==> src/rtl/seq_chk_pkg.sv <==
// Shared types and elaboration helpers for the sequence window checker.
package seq_chk_pkg;

    typedef enum logic {
        IDLE = 1'b0,
        WAIT = 1'b1
    } seq_state_e;

    // ceil(log2(value)), but never less than 1 so a counter always has a bit
    function automatic int clog2_min1(input int value);
        return (value <= 1) ? 1 : $clog2(value);
    endfunction

endpackage

==> src/rtl/seq_chk_channel.sv <==
// One antecedent/consequent window checker: a single FSM plus its delay count.
//
//   state | meaning
//   ------+--------------------------------------------------------------
//   IDLE  | no check in flight; a sampled every edge (also on pulse cycles)
//   WAIT  | a seen, counting clocks until b arrives or the window closes
module seq_chk_channel
    import seq_chk_pkg::*;
#(
    parameter int MIN_DLY = 0,
    parameter int MAX_DLY = 3
) (
    input  logic clk,
    input  logic rst,
    input  logic en,
    input  logic a,
    input  logic b,
    output logic pass_pulse,
    output logic fail_pulse,
    output logic busy
);

    localparam int DLY_W = clog2_min1(MAX_DLY + 1);
    localparam logic [DLY_W-1:0] DLY_LAST = DLY_W'(MAX_DLY);

    seq_state_e       state;
    logic [DLY_W-1:0] dly;
    logic             min_ok;

    // b only counts once the elapsed delay has reached the window start;
    // compared as int so a zero MIN_DLY does not turn into an unsigned >= 0
    assign min_ok = (int'(dly) >= MIN_DLY);

    // state is itself a register, so busy is registered with no extra flop
    assign busy = (state == WAIT);

    // window FSM; pulses default low so each lasts exactly one cycle
    always_ff @(posedge clk or posedge rst) begin
        if (rst) begin
            state      <= IDLE;
            dly        <= '0;
            pass_pulse <= 1'b0;
            fail_pulse <= 1'b0;
        end else begin
            pass_pulse <= 1'b0;
            fail_pulse <= 1'b0;
            if (!en) begin
                state <= IDLE;
                dly   <= '0;
            end else begin
                case (state)
                    IDLE: begin
                        if (a) begin
                            if (b && (MIN_DLY == 0)) begin
                                pass_pulse <= 1'b1;
                            end else if (MAX_DLY == 0) begin
                                fail_pulse <= 1'b1;
                            end else begin
                                state <= WAIT;
                                dly   <= DLY_W'(1);
                            end
                        end
                    end
                    WAIT: begin
                        // a is deliberately ignored here: checks never overlap
                        if (b && min_ok) begin
                            pass_pulse <= 1'b1;
                            state      <= IDLE;
                            dly        <= '0;
                        end else if (dly == DLY_LAST) begin
                            fail_pulse <= 1'b1;
                            state      <= IDLE;
                            dly        <= '0;
                        end else begin
                            dly <= dly + 1'b1;
                        end
                    end
                    default: begin
                        state <= IDLE;
                        dly   <= '0;
                    end
                endcase
            end
        end
    end

endmodule

==> config.mk <==
export PLATFORM = sky130hd
export DESIGN_NAME = seq_chk_channel
export DESIGN_NICKNAME = d
export VERILOG_FILES = /design/src/rtl/seq_chk_pkg.sv /design/src/rtl/seq_chk_channel.sv
export SDC_FILE = /design/constraint.sdc
export NUM_CORES = 1
export LEC_CHECK = 0
export ABC_AREA = 0
export CORE_AREA = 3 3 40 42
export DETAILED_ROUTE_END_ITERATION = 6
export DIE_AREA = 0 0 43 45
export HOLD_SLACK_MARGIN = 0.03
export PLACE_DENSITY = 0.4
export SYNTH_ARGS = -nofsm -noshare
export SYNTH_HDL_FRONTEND = slang
export SYNTH_SLANG_ARGS = --single-unit
==> constraint.sdc <==
create_clock -name clk -period 2.68 [get_ports clk]
set_clock_uncertainty 0.2 [all_clocks]
set_input_delay 0.536 -clock clk [delete_from_list [all_inputs] [get_ports clk]]
set_output_delay 0.536 -clock clk [all_outputs]
set_load 0.03 [all_outputs]
; After elaboration in Yosys (flattened, before gate mapping)
; Cells that the tools add are included.
[totals]
out_inout_bits = 3
reg_bits = 5
in_bits = 5
elab_cells = 30
[classes]
add_sub_neg = 1
n_eq_ne = 3
n_reduce_logical = 1
bitwise = 1
n_mux = 20
[ops]
columns = cell, n
row1 = 1-bit two-way mux, 12
row2 = 2-bit two-way mux, 5
row3 = 3-bit != test (second input constant), 2
row4 = 1-bit one-hot mux with 2 select lines, 2
row5 = 2-bit one-hot mux with 2 select lines, 1
row6 = 2-bit by 1-bit adder with 2-bit output (second input constant), 1
row7 = 2-bit equality test (second input constant), 1
row8 = 2-bit AND reduction, 1
row9 = 1-bit NOT, 1

; Depth between registers and ports, before layout
[depth]
word_depth = 5
depth_mapped = 4
mapped_depth_nobuf = 4

; Least setup slack after synthesis
; OpenSTA, ideal clock, no wires.
[synth_timing]
path_kind = register to output
startpoint = register state (netlist: busy)
endpoint = output port busy
stages_incl_launch_ff = 1
slack_ps = 1404
required_ps = 1944
path_buffers = 0
arrival_time_ps = 540
path_cell_list = dfrtp_1
[synth_lines]
columns = element, line_no
row1 = "start, declared", seq_chk_channel.sv:26  ; seq_state_e state;
row2 = "start signal, assigned", seq_chk_channel.sv:40  ; state <= IDLE;
row3 = "start signal, assigned", seq_chk_channel.sv:48  ; state <= IDLE;
row4 = "start signal, assigned", seq_chk_channel.sv:59  ; state <= WAIT;
row5 = "end, declared", seq_chk_channel.sv:20  ; output logic busy
; No word-level cell between the ends.

; Worst setup path in the final report
[layout_timing]
startpoint = register state (netlist: busy)
endpoint = output port busy
; No word-level cell between the ends.

==> out/results.ini <==
[clock_network]
cts_tree=built
clk_pin_slew_worst_paths_ns=0.04
post-cts-setup-buffer-count=0
hold_buffers=0
cts_resized=0
h-tree-depth=1
numCtsBuffers=3
cts.sinks=5
clock_latency_ns=0.24
cts_max_path_buffers=2
root_buffer=clkbuf_4

[pwr]
combPwrFrac_pct=11.4
switchingPower_uw=43.5
ir_drop_v=0.000228
switching_share_pct=22.9
intPower_uw=146
p_clk_share_pct=46.0
cellPowerDensity_nw_per_um2=563
p_leak_nw=0.152
p_seq_share_pct=42.6

[worst_setup_path]
cp_slowest_stage_delay_ns=0.70
worstPathMaxFanout=6
crit_arrival_ns=1.36
required_ns=1.94
cp_top_family=buffers and inverters
end_kind=output port
rr_startpoint=dly[0]
slowest_stage=clkdlybuf4s50_1
crit_start=busy
worstSetupPathType=flip-flop to output port
path_cells=clkdlybuf4s50_1
worstSetupStartpointType=flip-flop
reg2reg_slack_ns=1.41
worstPathBufferInverterCount=1

[yosys]
ys_seq_elements=5
ys_warn_count=0
seq_area_frac_synth_pct=56.5
syn-num-nets=28
synth_cell_type_count=10
synthCells=22
synth_top_cell_area_share_pct=56.5
syn_area_um2=221
synth_top_area_cell=dfrtp_1
synth.avg_cell_area_um2=10.1
synth_area_leaders=dfrtp_1 56%, nor2_1 6.8%, nor3b_1 6.8%

[place]
gp_congestion=0.731
hpwl_um=359
place.port_buffers=7
place_ws_ns=0.842

[sta]
drv_slew=0
setup_viol=0
worstMarginPinSlew_ns=0.304
period_share_pct=78.1
finalCriticalPeriod_ns=2.09
rsz0062_at_grt=false
setup_slack_ns=0.588
slew_headroom_pct=79.6
fmax_ghz=0.478
hold_violations=0
setup_tns_ns=0

[cells_and_area]
final_util_pct=26.2
multi_input_area_um2=92.6
drive_gt1_share_pct=9.09
seq_area_um2=125
num_antenna_cells=0
fillCellCount=142
area_growth_pct=52.0
layout.nets=40

[global_routing]
grt_pass1_wl_um=793
grt_usage_pct=6.45
grt_pass1_vias=183
overflow=0
grt_max_degree=7
antenna_found_initial=0

[die]
start_util_pct=17.2
die_h_um=45
die_w_um=43
core_area_um2=1280
rows=13
die-area_um2=1940
io_pins=8

[detailed_routing]
via_per_inst=3.81
first_pass_iters=2
drc=0
vias=183
drtIter0Drc=3
wl_per_cell_um=9.29
antenna_left=0
totalWireLength_um=446

[job]
cap_violations=0

[min_path]
hp-class=primary input to asynchronous set/reset pin

[status]
status=complete, no violations

-- through the flow --
step | hold slack, ns | power [mW] | area (µm²) | instances
global route | 0.313 | 0.203 | 337 | 48
CTS | 0.302 | 0.194 | 337 | 48
floorplan | 0.115 | 0.0917 | 221 | 22
global placement | 0.380 | 0.104 | 310 | 44
detailed placement | 0.394 | 0.104 | 310 | 44
finish | 0.301 | 0.190 | 337 | 48
-- power by group through the flow --
stage,clock (mW),combinational (mW),sequential (mW)
floorplan,0,0.00749,0.0842
global placement,0,0.0220,0.0817
detailed placement,0,0.0220,0.0818
CTS,0.0915,0.0221,0.0807
global route,0.0985,0.0242,0.0807
finish,0.0872,0.0217,0.0807
-- state kept, by name, summed over array words and instances (netlist names) --
name / count
fail_pulse: 1
pass_pulse: 1
dly: 2
busy: 1
-- cell usage in the layout, fill, tap and decap left out, drive strengths merged --
master and count:
nor2 4, clkbuf 4, clkdlybuf4s50 7, nor3b 2, ha 1, nor3 1, o21a 2, inv 1
dfrtp 5, nor2b 2, nand2b 1, nand2 3
-- cell families after synthesis --
logic type / share of synthesized area (%)
flops: 56.5
buf+inv: 1.69
simple gates: 29.4
fa+ha+maj: 5.65
compound gates: 6.78
-- worst paths after layout --
check,endpoint,cells past startpoint
worst max-delay path,busy,1
worst min-delay path,busy,2
worst max register to register,dly[1],4
worst min register to register,fail_pulse,2
max in group asynchronous,dly[0],2
min in group clk,fail_pulse,2
-- layer usage --
layer | part of all wire [%] | GRT usage, % | vias to the layer above
met5 | 0 | 0 | -
met4 | 0.90 | 7.23 | 0
met3 | 11 | 4.78 | 2
met2 | 44 | 7.78 | 7
met1 | 44 | 6.62 | 82
li1 | - | - | 92
-- final cells by class --
type | count | share of cell area (%)
Sequential cell | 5 | 37.2
Multi-Input combinational cell | 16 | 27.5
Timing Repair Buffer | 7 | 20.8
Clock buffer | 4 | 7.81
Tap cell | 15 | 5.58
Inverter | 1 | 1.12
-- cell usage after synthesis (all sizes together) --
cell type	count
nor2	4
nor3	1
inv	1
ha	1
nand2	3
nor2b	2
o21a	2
dfrtp	5
nand2b	1
nor3b	2
Note: power is estimated with default switching activity, not from simulation.
